File: src/rtl/pi_pkg.sv
// Shared types for the EBOX priority-interrupt arbiter.
package pi_pkg;
  typedef bit [1:7] pi_mask_t;
  typedef bit [0:2] pi_level_t;

  localparam pi_level_t PI_NONE = 3'd0;
endpackage

File: src/rtl/pi_prio_enc.sv
// Lowest-numbered-set-bit encoder over a seven-level PI mask.
module pi_prio_enc
  import pi_pkg::*;
(
  input  logic [1:7] i_mask,
  output logic       o_valid,
  output logic [0:2] o_level
);

  // Scan from level 7 down so the lowest-numbered set bit is written last.
  always_comb begin
    o_valid = 1'b0;
    o_level = PI_NONE;
    for (int unsigned i = 7; i >= 1; i--) begin
      if (i_mask[i]) begin
        o_valid = 1'b1;
        o_level = 3'(i);
      end
    end
  end

endmodule

File: src/rtl/pi_arbiter.sv
// Seven-level priority-interrupt arbiter: PIO/PIR/PIH state plus registered grant
// feeding the downstream 3-to-8 level decoder.
module pi_arbiter
  import pi_pkg::*;
(
  input  logic       clk,
  input  logic       rst_n,
  input  logic [1:7] dev_req,
  input  logic [1:7] lvl_sel,
  input  logic       lvl_on,
  input  logic       lvl_off,
  input  logic       init_req,
  input  logic       drop_req,
  input  logic       sys_on,
  input  logic       sys_off,
  input  logic       sys_clear,
  input  logic       take,
  input  logic       dismiss,
  output logic       pi_en,
  output logic [0:2] pi_sel,
  output logic [1:7] pio,
  output logic [1:7] pir,
  output logic [1:7] pih,
  output logic       active
);

  logic [1:7] r_pio, r_pir, r_pih;
  logic       r_active;
  logic       r_pi_en;
  logic [0:2] r_pi_sel;

  logic [1:7] w_pio_nx, w_pir_nx, w_pih_nx;
  logic       w_active_nx;
  logic       w_hold_valid;
  logic [0:2] w_hold_lvl;
  logic [1:7] w_cand_mask;
  logic       w_cand_valid;
  logic [0:2] w_cand_lvl;

  pi_prio_enc u_hold_enc (
    .i_mask  (r_pih),
    .o_valid (w_hold_valid),
    .o_level (w_hold_lvl)
  );

  // Ordered update: CONO, then dismiss, then take; sys_clear overrides all.
  always_comb begin
    w_pio_nx    = (r_pio | (lvl_on   ? lvl_sel : '0)) & ~(lvl_off  ? lvl_sel : '0);
    w_pir_nx    = (r_pir | (init_req ? lvl_sel : '0)) & ~(drop_req ? lvl_sel : '0);
    w_pih_nx    = r_pih;
    w_active_nx = sys_off ? 1'b0 : (sys_on ? 1'b1 : r_active);
    for (int unsigned i = 1; i <= 7; i++) begin
      if (dismiss && w_hold_valid && (w_hold_lvl == 3'(i)))
        w_pih_nx[i] = 1'b0;
    end
    for (int unsigned i = 1; i <= 7; i++) begin
      if (take && r_pi_en && (r_pi_sel == 3'(i))) begin
        w_pih_nx[i] = 1'b1;
        w_pir_nx[i] = 1'b0;
      end
    end
    if (sys_clear) begin
      w_pio_nx    = '0;
      w_pir_nx    = '0;
      w_pih_nx    = '0;
      w_active_nx = 1'b0;
    end
  end

  // A held level masks itself and every lower-priority level.
  always_comb begin
    logic blocked;
    blocked     = 1'b0;
    w_cand_mask = '0;
    for (int unsigned i = 1; i <= 7; i++) begin
      blocked        = blocked | w_pih_nx[i];
      w_cand_mask[i] = w_active_nx & ((dev_req[i] & w_pio_nx[i]) | w_pir_nx[i]) & ~blocked;
    end
  end

  pi_prio_enc u_cand_enc (
    .i_mask  (w_cand_mask),
    .o_valid (w_cand_valid),
    .o_level (w_cand_lvl)
  );

  always_ff @(posedge clk or negedge rst_n) begin
    if (!rst_n) begin
      r_pio    <= '0;
      r_pir    <= '0;
      r_pih    <= '0;
      r_active <= 1'b0;
      r_pi_en  <= 1'b0;
      r_pi_sel <= PI_NONE;
    end else begin
      r_pio    <= w_pio_nx;
      r_pir    <= w_pir_nx;
      r_pih    <= w_pih_nx;
      r_active <= w_active_nx;
      r_pi_en  <= w_cand_valid;
      r_pi_sel <= w_cand_valid ? w_cand_lvl : PI_NONE;
    end
  end

  assign pio    = r_pio;
  assign pir    = r_pir;
  assign pih    = r_pih;
  assign active = r_active;
  assign pi_en  = r_pi_en;
  assign pi_sel = r_pi_sel;

endmodule

File: config.mk
export PLATFORM = sky130hd
export DESIGN_NAME = pi_arbiter
export DESIGN_NICKNAME = d
export VERILOG_FILES = /design/src/rtl/pi_pkg.sv /design/src/rtl/pi_prio_enc.sv /design/src/rtl/pi_arbiter.sv
export SDC_FILE = /design/constraint.sdc
export NUM_CORES = 1
export LEC_CHECK = 0
export ABC_AREA = 1
export CAP_MARGIN = 20
export CORE_AREA = 5 5 78 58
export CTS_CLUSTER_SIZE = 14
export DETAILED_ROUTE_END_ITERATION = 8
export DIE_AREA = 0 0 83 63
export GPL_TIMING_DRIVEN = 0
export PLACE_DENSITY = 0.72
export REMOVE_ABC_BUFFERS = 1
export SYNTH_ARGS = -nofsm -noshare
export SYNTH_HDL_FRONTEND = slang
export SYNTH_SLANG_ARGS = --single-unit
File: constraint.sdc
create_clock -name clk -period 1.55 [get_ports clk]
set_input_delay 0.155 -clock clk [delete_from_list [all_inputs] [get_ports clk]]
set_output_delay 0.155 -clock clk [all_outputs]
set_load 0.05 [all_outputs]
# == After elaboration in Yosys (flattened, before gate mapping) ==
# Cells that the tools add are included.
# totals
register_bits,26
wordCells,143
# classes
n_eq_ne,14
muxes,60
bitwise_logic,47
reduce_logical,16
# op_table
cell,n
7-bit 2-to-1 mux,7
3-bit 2-to-1 mux,15
1-bit 2-to-1 mux,38
3-bit == test (second input constant),8
1-bit bitwise AND,21
1-bit logical AND,16
7-bit bitwise AND,2
7-bit inverter,2
7-bit OR,2
1-bit OR,13
3-bit by 2-bit == test with 1-bit output (second input constant),4
1-bit inverter,7
3-bit by 1-bit == test with 1-bit output (second input constant),2

# == Depth between registers and ports, before layout ==
# Gate-level depths: netlist of run 1.
# logic_depth
depth_word,28
ltp_mapped,18
ltp_nobuf,18

# == By module ==
# A second synthesis of run 1 with hierarchy kept.
# unflattened
hier_cells,217
area_unflattened_um2,1577.8
# modules_own_cells
module,n_inst,cells_per_inst,area_each_um2,seq_area_each_um2
pi_arbiter,1,177,1402.6,650.6
pi_prio_enc,2,20,87.6,0.0

# == Least setup slack after synthesis of run 1 ==
# No wires, ideal clock.
# synth_timing
path_kind,reg2reg
start,"register r_pih, in the netlist pih[7]"
end,register r_pi_en (netlist: pi_en)
arrival_ns,1.694
required_ns,1.421
slack_ns,-0.273
stages_incl_launch_ff,13
synth_period_minus_slack_ns,1.823
cell_sequence,dfrtp_1 > nand2_1 > nand2_1 > nand2_1 > nand2_1 > nand2_1 > nand3_1 > nand2_1 > a21oi_4 > nand2b_2 > nand2_1 > a21oi_2 > nand3_1
# synth_via
elab_cells_between_ends,71
cone_classes,eq/ne (7); mux (36); bitwise (20); reduce/logical (8)
# synth_lines
item,line,rtl
from (decl),pi_arbiter.sv:27,"logic [1:7] r_pio, r_pir, r_pih;"
from (signal assigned),pi_arbiter.sv:98,r_pih <= w_pih_nx;
3-bit 2-to-1 mux or 1-bit 2-to-1 mux (tied branches) (7 in series),pi_prio_enc.sv:15,if (i_mask[i]) begin
3-bit == test or 1-bit logical AND (tied branches),pi_arbiter.sv:53,if (dismiss && w_hold_valid && (w_hold_lvl == 3'(i)))
1-bit logical AND *,pi_arbiter.sv:53,
1-bit 2-to-1 mux *,pi_arbiter.sv:53,
1-bit 2-to-1 mux *,pi_arbiter.sv:57,if (take && r_pi_en && (r_pi_sel == 3'(i))) begin
7-bit 2-to-1 mux *,pi_arbiter.sv:62,if (sys_clear) begin
"via w_pih_nx, one bit",pi_arbiter.sv:32,"logic [1:7] w_pio_nx, w_pir_nx, w_pih_nx;"
1-bit OR *,pi_arbiter.sv:76,blocked = blocked | w_pih_nx[i];
1-bit OR (3 in series),pi_arbiter.sv:76,
1-bit inverter,pi_arbiter.sv:77,w_cand_mask[i] = w_active_nx & ((dev_req[i] & w_pio_nx[i]) | w_pir_nx[i]) & ~blocked;
1-bit bitwise AND,pi_arbiter.sv:77,
1-bit 2-to-1 mux (3 in series),pi_prio_enc.sv:15,
1-bit 2-to-1 mux * (4 in series),pi_prio_enc.sv:15,
via u_cand_enc.o_valid,pi_prio_enc.sv:6,"output logic o_valid,"
to (signal assigned),pi_arbiter.sv:100,r_pi_en <= w_cand_valid;
to (decl),pi_arbiter.sv:29,logic r_pi_en;
# Mark *: on every way through the listed nets, which the timed path passes. The rest lies on a longest branch.

# == Worst setup path in the final report of run 1 ==
# layout_timing
start,"register r_pi_sel, in the netlist pi_sel[2]"
end,"register r_pi_sel, in the netlist pi_sel[0]"
# layout_via
elab_chain_len,20
elab_cells_between_ends,79
cone_classes,eq/ne (7); mux (31); bitwise (34); reduce/logical (7)
# layout_lines
item,line,rtl
from (decl),pi_arbiter.sv:30,logic [0:2] r_pi_sel;
from (signal assigned),pi_arbiter.sv:101,r_pi_sel <= w_cand_valid ? w_cand_lvl : PI_NONE;
3-bit by 1-bit == test with 1-bit output or 3-bit by 2-bit == test with 1-bit output (tied branches),pi_arbiter.sv:57,
1-bit logical AND,pi_arbiter.sv:57,
1-bit 2-to-1 mux,pi_arbiter.sv:57,
7-bit 2-to-1 mux,pi_arbiter.sv:62,
1-bit OR (6 in series),pi_arbiter.sv:76,
1-bit inverter,pi_arbiter.sv:77,
1-bit bitwise AND,pi_arbiter.sv:77,
3-bit 2-to-1 mux or 1-bit 2-to-1 mux (tied branches) (7 in series),pi_prio_enc.sv:15,
3-bit 2-to-1 mux *,pi_arbiter.sv:101,
# Every way passes the cells marked *; elsewhere a longest branch is shown, timed or not.

==> results of run 1 <==
-- synth_stat cells --
cell type,number,area (sq um)
buf_4,1,7.51
a21o_1,3,22.5
nand4_1,3,18.8
o21ai_1,2,10.0
nor3_1,3,15.0
a21oi_1,18,90.1
o21ai_2,1,8.76
nor2_1,10,37.5
nor3b_1,3,22.5
nand3_1,6,30.0
nand2b_2,1,8.76
a21oi_4,1,16.3
nand2_2,2,12.5
nand2_1,53,199
nor3_2,2,20.0
nand3_2,1,10.0
a21oi_2,2,17.5
inv_2,2,7.51
a211oi_1,5,37.5
nor2_4,2,22.5
dfrtp_1,26,651
inv_1,24,90.1
a2111oi_2,1,15.0
a211oi_2,3,37.5
or2_2,1,6.26
-- layout make-up --
| class | instances | area share [%] |
|---|---|---|
| flip-flops and latches | 26 | 29.1 |
| clock buffers | 3 | 1.84 |
| repair buffers | 69 | 28.1 |
| well taps | 52 | 2.90 |
| inverters | 26 | 4.36 |
| multi-input cells | 123 | 33.7 |
-- path summary, 6_finish.rpt --
kind | startpoint | end | slack (ps) | cells past startpoint
max reg2reg | pi_sel[2]$_DFF_PN0_ | pi_sel[0]$_DFF_PN0_ | -230 | 12
max | pi_sel[2]$_DFF_PN0_ | pi_sel[0]$_DFF_PN0_ | -230 | 12
min reg2reg | pio[7]$_DFF_PN0_ | pio[7]$_DFF_PN0_ | 600 | 2
min in group clk | sys_off | active$_DFF_PN0_ | 450 | 2
max in group asynchronous | rst_n | pi_sel[1]$_DFF_PN0_ | 750 | 2
min | rst_n | pio[7]$_DFF_PN0_ | 280 | 1
-- power by group through the flow --
stage	Combinational, mW	Sequential, mW	Clock, mW
5_1_grt	0.437	0.734	0.413
3_3_place_gp	0.391	0.742	0
2_1_floorplan	0.0991	0.847	0
4_1_cts	0.402	0.729	0.385
3_5_place_dp	0.402	0.742	0
6_report	0.408	0.730	0.374
-- cells by family after synthesis --
logic type,Yosys count
simple gates,87
compound gates,36
buf+inv,27
flops,26
-- per-stage QoR --
step	setup TNS [ps]	worst slack [ps]	cell area (sq um)	std cells
6_report	-1100	-231	2240	299
5_1_grt	-1620	-359	2240	299
4_1_cts	-604	-150	2200	297
3_5_place_dp	-5610	-939	2000	278
3_3_place_gp	-7010	-946	1970	277
2_1_floorplan	-957	-273	1410	175
-- timing repair --
action	4_1_cts	5_1_grt
endpoints found under the setup margin	30	6
hold buffers	0	0
resized for setup	49	8
pin swaps	8	5
buffers inserted	16	2
-- state kept, by name, summed over array words and instances (netlist names) --
name	count
pih	7
pio	7
pir	7
pi_sel	3
active	1
pi_en	1
-- per-layer routing --
metal	routed length [microns]	share of wire [%]
met4	12	0.28
met2	2000	46
met3	251	5.8
met1	2090	48
met5	0	0
-- critical path, stage by stage, from the launching register on --
cell     delay (ps)
dfrtp_1         450
inv_1            80
nor2_2          140
nand2_2          80
o21ai_1         100
nand2_1         110
nand2_2         110
nor2_4           50
inv_1            70
nor2_1           60
nor2_1          210
inv_1            80
nor3_2          160
==> flow_summary.yaml, run 1 <==
status:
  status: "complete, but fails checks"
  violations: "setup timing"
pwr:
  internal_power_mw: 1.03
  clkPwrFrac_pct: 24.7
  power.density_nw_per_um2: 674
  power_mw: 1.51
  netSwitchingFraction_pct: 31.9
  combPwrFrac_pct: 27.0
  ir_drop_mv: 0.628
  static-leakage-power_nw: 1.22
  pwr-share-seq_pct: 48.3
  power_switching_uw: 482
global_routing:
  grt_pass1_wl_mm: 7.09
  met3_usage_pct: 4.48
  use_met1_pct: 22.4
  grt_pass1_vias: 1445
  antenna_found_initial: 0
  busiest_layer: "met2"
  grt_max_degree: 16
  grtUsageMet2_pct: 27.2
  track_usage_pct: 16.6
  overflow: 0
timing:
  fmax_mhz: 562
  slew_viol_final: 0
  hold_violations: 0
  timing.hold.ws_ps: 276
  worst_slack_ps: -231
  slew_headroom_pct: 56.7
  period_share_pct: 115
  tightest_slew_ps: 647
  rsz0062_at_grt: "true"
  skew_ps: 7.01
  finalSetupViolCount: 5
  fin_crit_ps: 1780
final_layout:
  utilization_pct: 59.7
  antenna_cells: 0
  multi_input_area_sq_um: 754
  layout_common_cells: "nand2_1 (41), dlygate4sd2_1 (27), dfrtp_1 (25)"
  ff_latch_area_sq_um: 652
  nets: 274
  drive_gt1_share_pct: 25.5
  fillCellCount: 386
  synthToLayoutAreaGrowth_pct: 58.5
  layout_commonest_cell: "nand2_1"
clock_network:
  cts_buffer_depth: 2
  tritoncts: "done"
  clock_latency_ps: 270
  clkTransAtPathRegs_ps: 90
  ctsHtreeMaxLevel: 1
  cts_buffers: 3
  clock-root-buffer: "clkbuf_8"
  cts.sinks: 26
synth:
  yosysSeqAreaShare_pct: 46.0
  synthesis.area_sq_um: 1410
  syn_area_per_cell_sq_um: 8.03
  synth_fa_ha_area_share_pct: 0
  synth_top_family_by_area: "simple AND/OR/NAND/NOR gates"
  synth_simple_gate_area_share_pct: 28.5
  ys_seq_elements: 26
  synth-xor-area-share_pct: 0
  synth_cells: 176
  synth.area.mux_share_pct: 0
  synth-compound-area-share_pct: 18.1
  synth.distinct_cells: 25
  ys_warn_count: 0
floorplan:
  die-area_sq_um: 5230
  die_h_microns: 63
  coreArea_sq_um: 3760
  std_cell_rows: 19
  chipWidth_microns: 83
  initial_utilization_pct: 37.6
  ios: 51
setup_path:
  cp.arrival_ps: 1970
  worstPathRequired_ps: 1740
  path_class: "flop to flop"
  crit_fanout: 5
  end_kind: "flop"
  critPathLaunchType: "flop"
detailed_routing:
  drt-initial-drc-count: 68
  wirelength_mm: 4.35
  vias: 1473
  post_drt_wl_per_cell_microns: 14.6
  remaining_drc_errors: 0
  antenna_left: 0
  routed_via_density: 4.93
  drt_first_pass_iters: 4
job:
  drv_cap: 0
hold_path:
  hp-class: "primary input to asynchronous set/reset pin"
place:
  dp_hpwl_mm: 3.13
  io_buffer_count: 50
  globalplace.congestion: 0.808
Power figures use the tool's default switching activity.
==> inputs of run 2 (changes only) <==
- CTS_CLUSTER_SIZE: 14 -> unset
==> results of run 2 <==
No change in the layout: final DEF, timing and power equal those of run 1.
==> inputs of run 3 (changes only) <==
- CORE_AREA: 5 5 78 58 -> 2 2 75 55
- DIE_AREA: 0 0 83 63 -> 0 0 77 57
- DONT_BUFFER_PORTS: unset -> 1
- PLACE_DENSITY: 0.72 -> 0.53
- clock period: 1.55 -> 1.6 ns (I/O delays scaled with it)
==> run 3 against run 2 <==
The run ends with hold timing, setup timing left. Sequential cell count stayed put. Global-route usage is 2.6 points higher. Sequential share of layout area is 7.8 points higher. Count of clock-buffer cells in the layout is 1 higher. Setup slack worse by 42 ps. Cell count is 16% lower.
==> flow_summary.yaml, run 3 (synthesis results as in run 1) <==
final_layout:
  antenna_cells: 0
  final-instance-count-excl-fill: 250
  layout_commonest_cell: "nand2_1"
  synthToLayoutAreaGrowth_pct: 28.5
  layout_common_cells: "nand2_1 (40), inv_1 (20), a21oi_1 (18)"
  drive_gt1_share_pct: 38.4
  utilization_pct: 48.4
  nets: 224
floorplan:
  std_cell_rows: 19
  initial_utilization_pct: 37.6
  coreArea_sq_um: 3760
  die-area_sq_um: 4390
  chipWidth_microns: 77
  ios: 51
  die_h_microns: 57
detailed_routing:
  remaining_drc_errors: 0
  post_drt_wl_per_cell_microns: 16.0
  routed_via_density: 5.12
  drt-initial-drc-count: 92
  vias: 1279
  antenna_left: 0
  wirelength_mm: 4.01
  drt_first_pass_iters: 4
timing:
  slew_headroom_pct: 66.3
  finalSetupViolCount: 4
  rsz0062_at_grt: "true"
  worst_slack_ps: -272
  fmax_mhz: 534
  tightest_slew_ps: 505
  timing.hold.ws_ps: -65.9
  setup_tns_ps: -973
  skew_ps: 7.26
  hold_violations: 8
  fin_crit_ps: 1870
  period_share_pct: 117
  slew_viol_final: 0
global_routing:
  grt_pass1_wl_mm: 6.53
  overflow: 0
  grt_pass1_vias: 1359
  antenna_found_initial: 0
  grt_max_degree: 27
  track_usage_pct: 19.2
clock_network:
  ctsHtreeMaxLevel: 1
  clock_latency_ps: 280
  cts_hold_buf: 7
  clock-root-buffer: "clkbuf_8"
  cts_buffers: 3
  cts.sinks: 26
  tritoncts: "done"
  clkTransAtPathRegs_ps: 100
  cts_buffer_depth: 2
place:
  dp_hpwl_mm: 2.86
  dpl.cell_count: 227
  globalplace.congestion: 0.783
  io_buffer_count: 0
  place_ws_ps: -512
pwr:
  static-leakage-power_nw: 0.891
  power.density_nw_per_um2: 785
  ir_drop_mv: 0.393
status:
  violations: "hold timing, setup timing"
  status: "complete, but fails checks"
setup_path:
  worstPathRequired_ps: 1760
  cp.arrival_ps: 2040
  path_class: "flop to flop"
  crit_fanout: 4
  critPathLaunchType: "flop"
  end_kind: "flop"
job:
  drv_cap: 0
hold_path:
  hp-class: "primary input to flop"
-- run 3: changes by cell type in the layout (fill, tap and decap cells not counted), moves of 3 or more --
cell / change
dlygate4sd2_1: -27
clkdlybuf4s50_1: -22
dfrtp_1: -14
dfrtp_2: +14
buf_4: -8
dlygate4sd3_1: +6
inv_1: -3
inv_2: +3
nand2_2: +3
-- run 3: worst max-delay path, cell delays in order (launching register included) --
cell and delay (ps):
dfrtp_2 530, or2_2 330, nand3_1 90, nor2_2 50
nand3_1 60, nand2_1 90, a21oi_4 210, nor2_1 70
nand3_1 80, nand2_1 50, nand2_1 50, nand2_1 50
nand2_1 50, nand2_1 50
-- run 3: path summary, 6_finish.rpt --
path | end | startpoint | cells after the start | slack, ps
max | pi_sel[2]$_DFF_PN0_ | pih[6]$_DFF_PN0_ | 13 | -270
min | pih[5]$_DFF_PN0_ | sys_clear | 1 | -70
max reg2reg | pi_sel[2]$_DFF_PN0_ | pih[6]$_DFF_PN0_ | 13 | -270
min reg2reg | pih[4]$_DFF_PN0_ | pih[4]$_DFF_PN0_ | 2 | 780
max in group asynchronous | pih[6]$_DFF_PN0_ | rst_n | 2 | 1110
min in group asynchronous | pih[2]$_DFF_PN0_ | rst_n | 2 | 320
-- run 3: report_power, final --
part / switching (mW) / internal [mW] / leakage (nW) / total (mW)
registers: 0.134 / 0.687 / 0.329 / 0.821
logic: 0.0945 / 0.0762 / 0.532 / 0.171
clock network: 0.214 / 0.220 / 0.0288 / 0.434
total: 0.442 / 0.983 / 0.891 / 1.43
-- run 3: area by class of cell --
type / instances / area (sq um)
Inverter: 26 / 97.6
Timing Repair Buffer: 19 / 178
Multi-Input combinational cell: 123 / 752
Fill cell: 385 / 1940
Tap cell: 52 / 65.1
Clock buffer: 4 / 55.1
Sequential cell: 26 / 669
-- run 3: metrics by stage --
step                instance area (sq um)  power [mW]  hold WS, ps
floorplan                            1410       0.917         -136
global placement                     1470       0.940         -135
detailed placement                   1470       0.944         -135
CTS                                  1800        1.43        -74.7
global route                         1820        1.49        -88.9
finish                               1820        1.43        -65.9
-- run 3: routing by layer --
| metal | share of wire, % | GRT usage, % | up-vias |
|---|---|---|---|
| met3 | 7.1 | 5.22 | 2 |
| met2 | 48 | 32.7 | 46 |
| li1 | - | - | 619 |
| met4 | 0.32 | 4.34 | 0 |
| met1 | 45 | 24.8 | 612 |
| met5 | 0 | 0 | - |
-- run 3: timing repair --
| item | in CTS | in global routing |
|---|---|---|
| pin swaps | 14 | 8 |
| gates resized for setup | 41 | 9 |
| endpoints found under the hold margin | 38 | 8 |
| setup buffers | 12 | 3 |
| endpoints found under the setup margin | 5 | 8 |
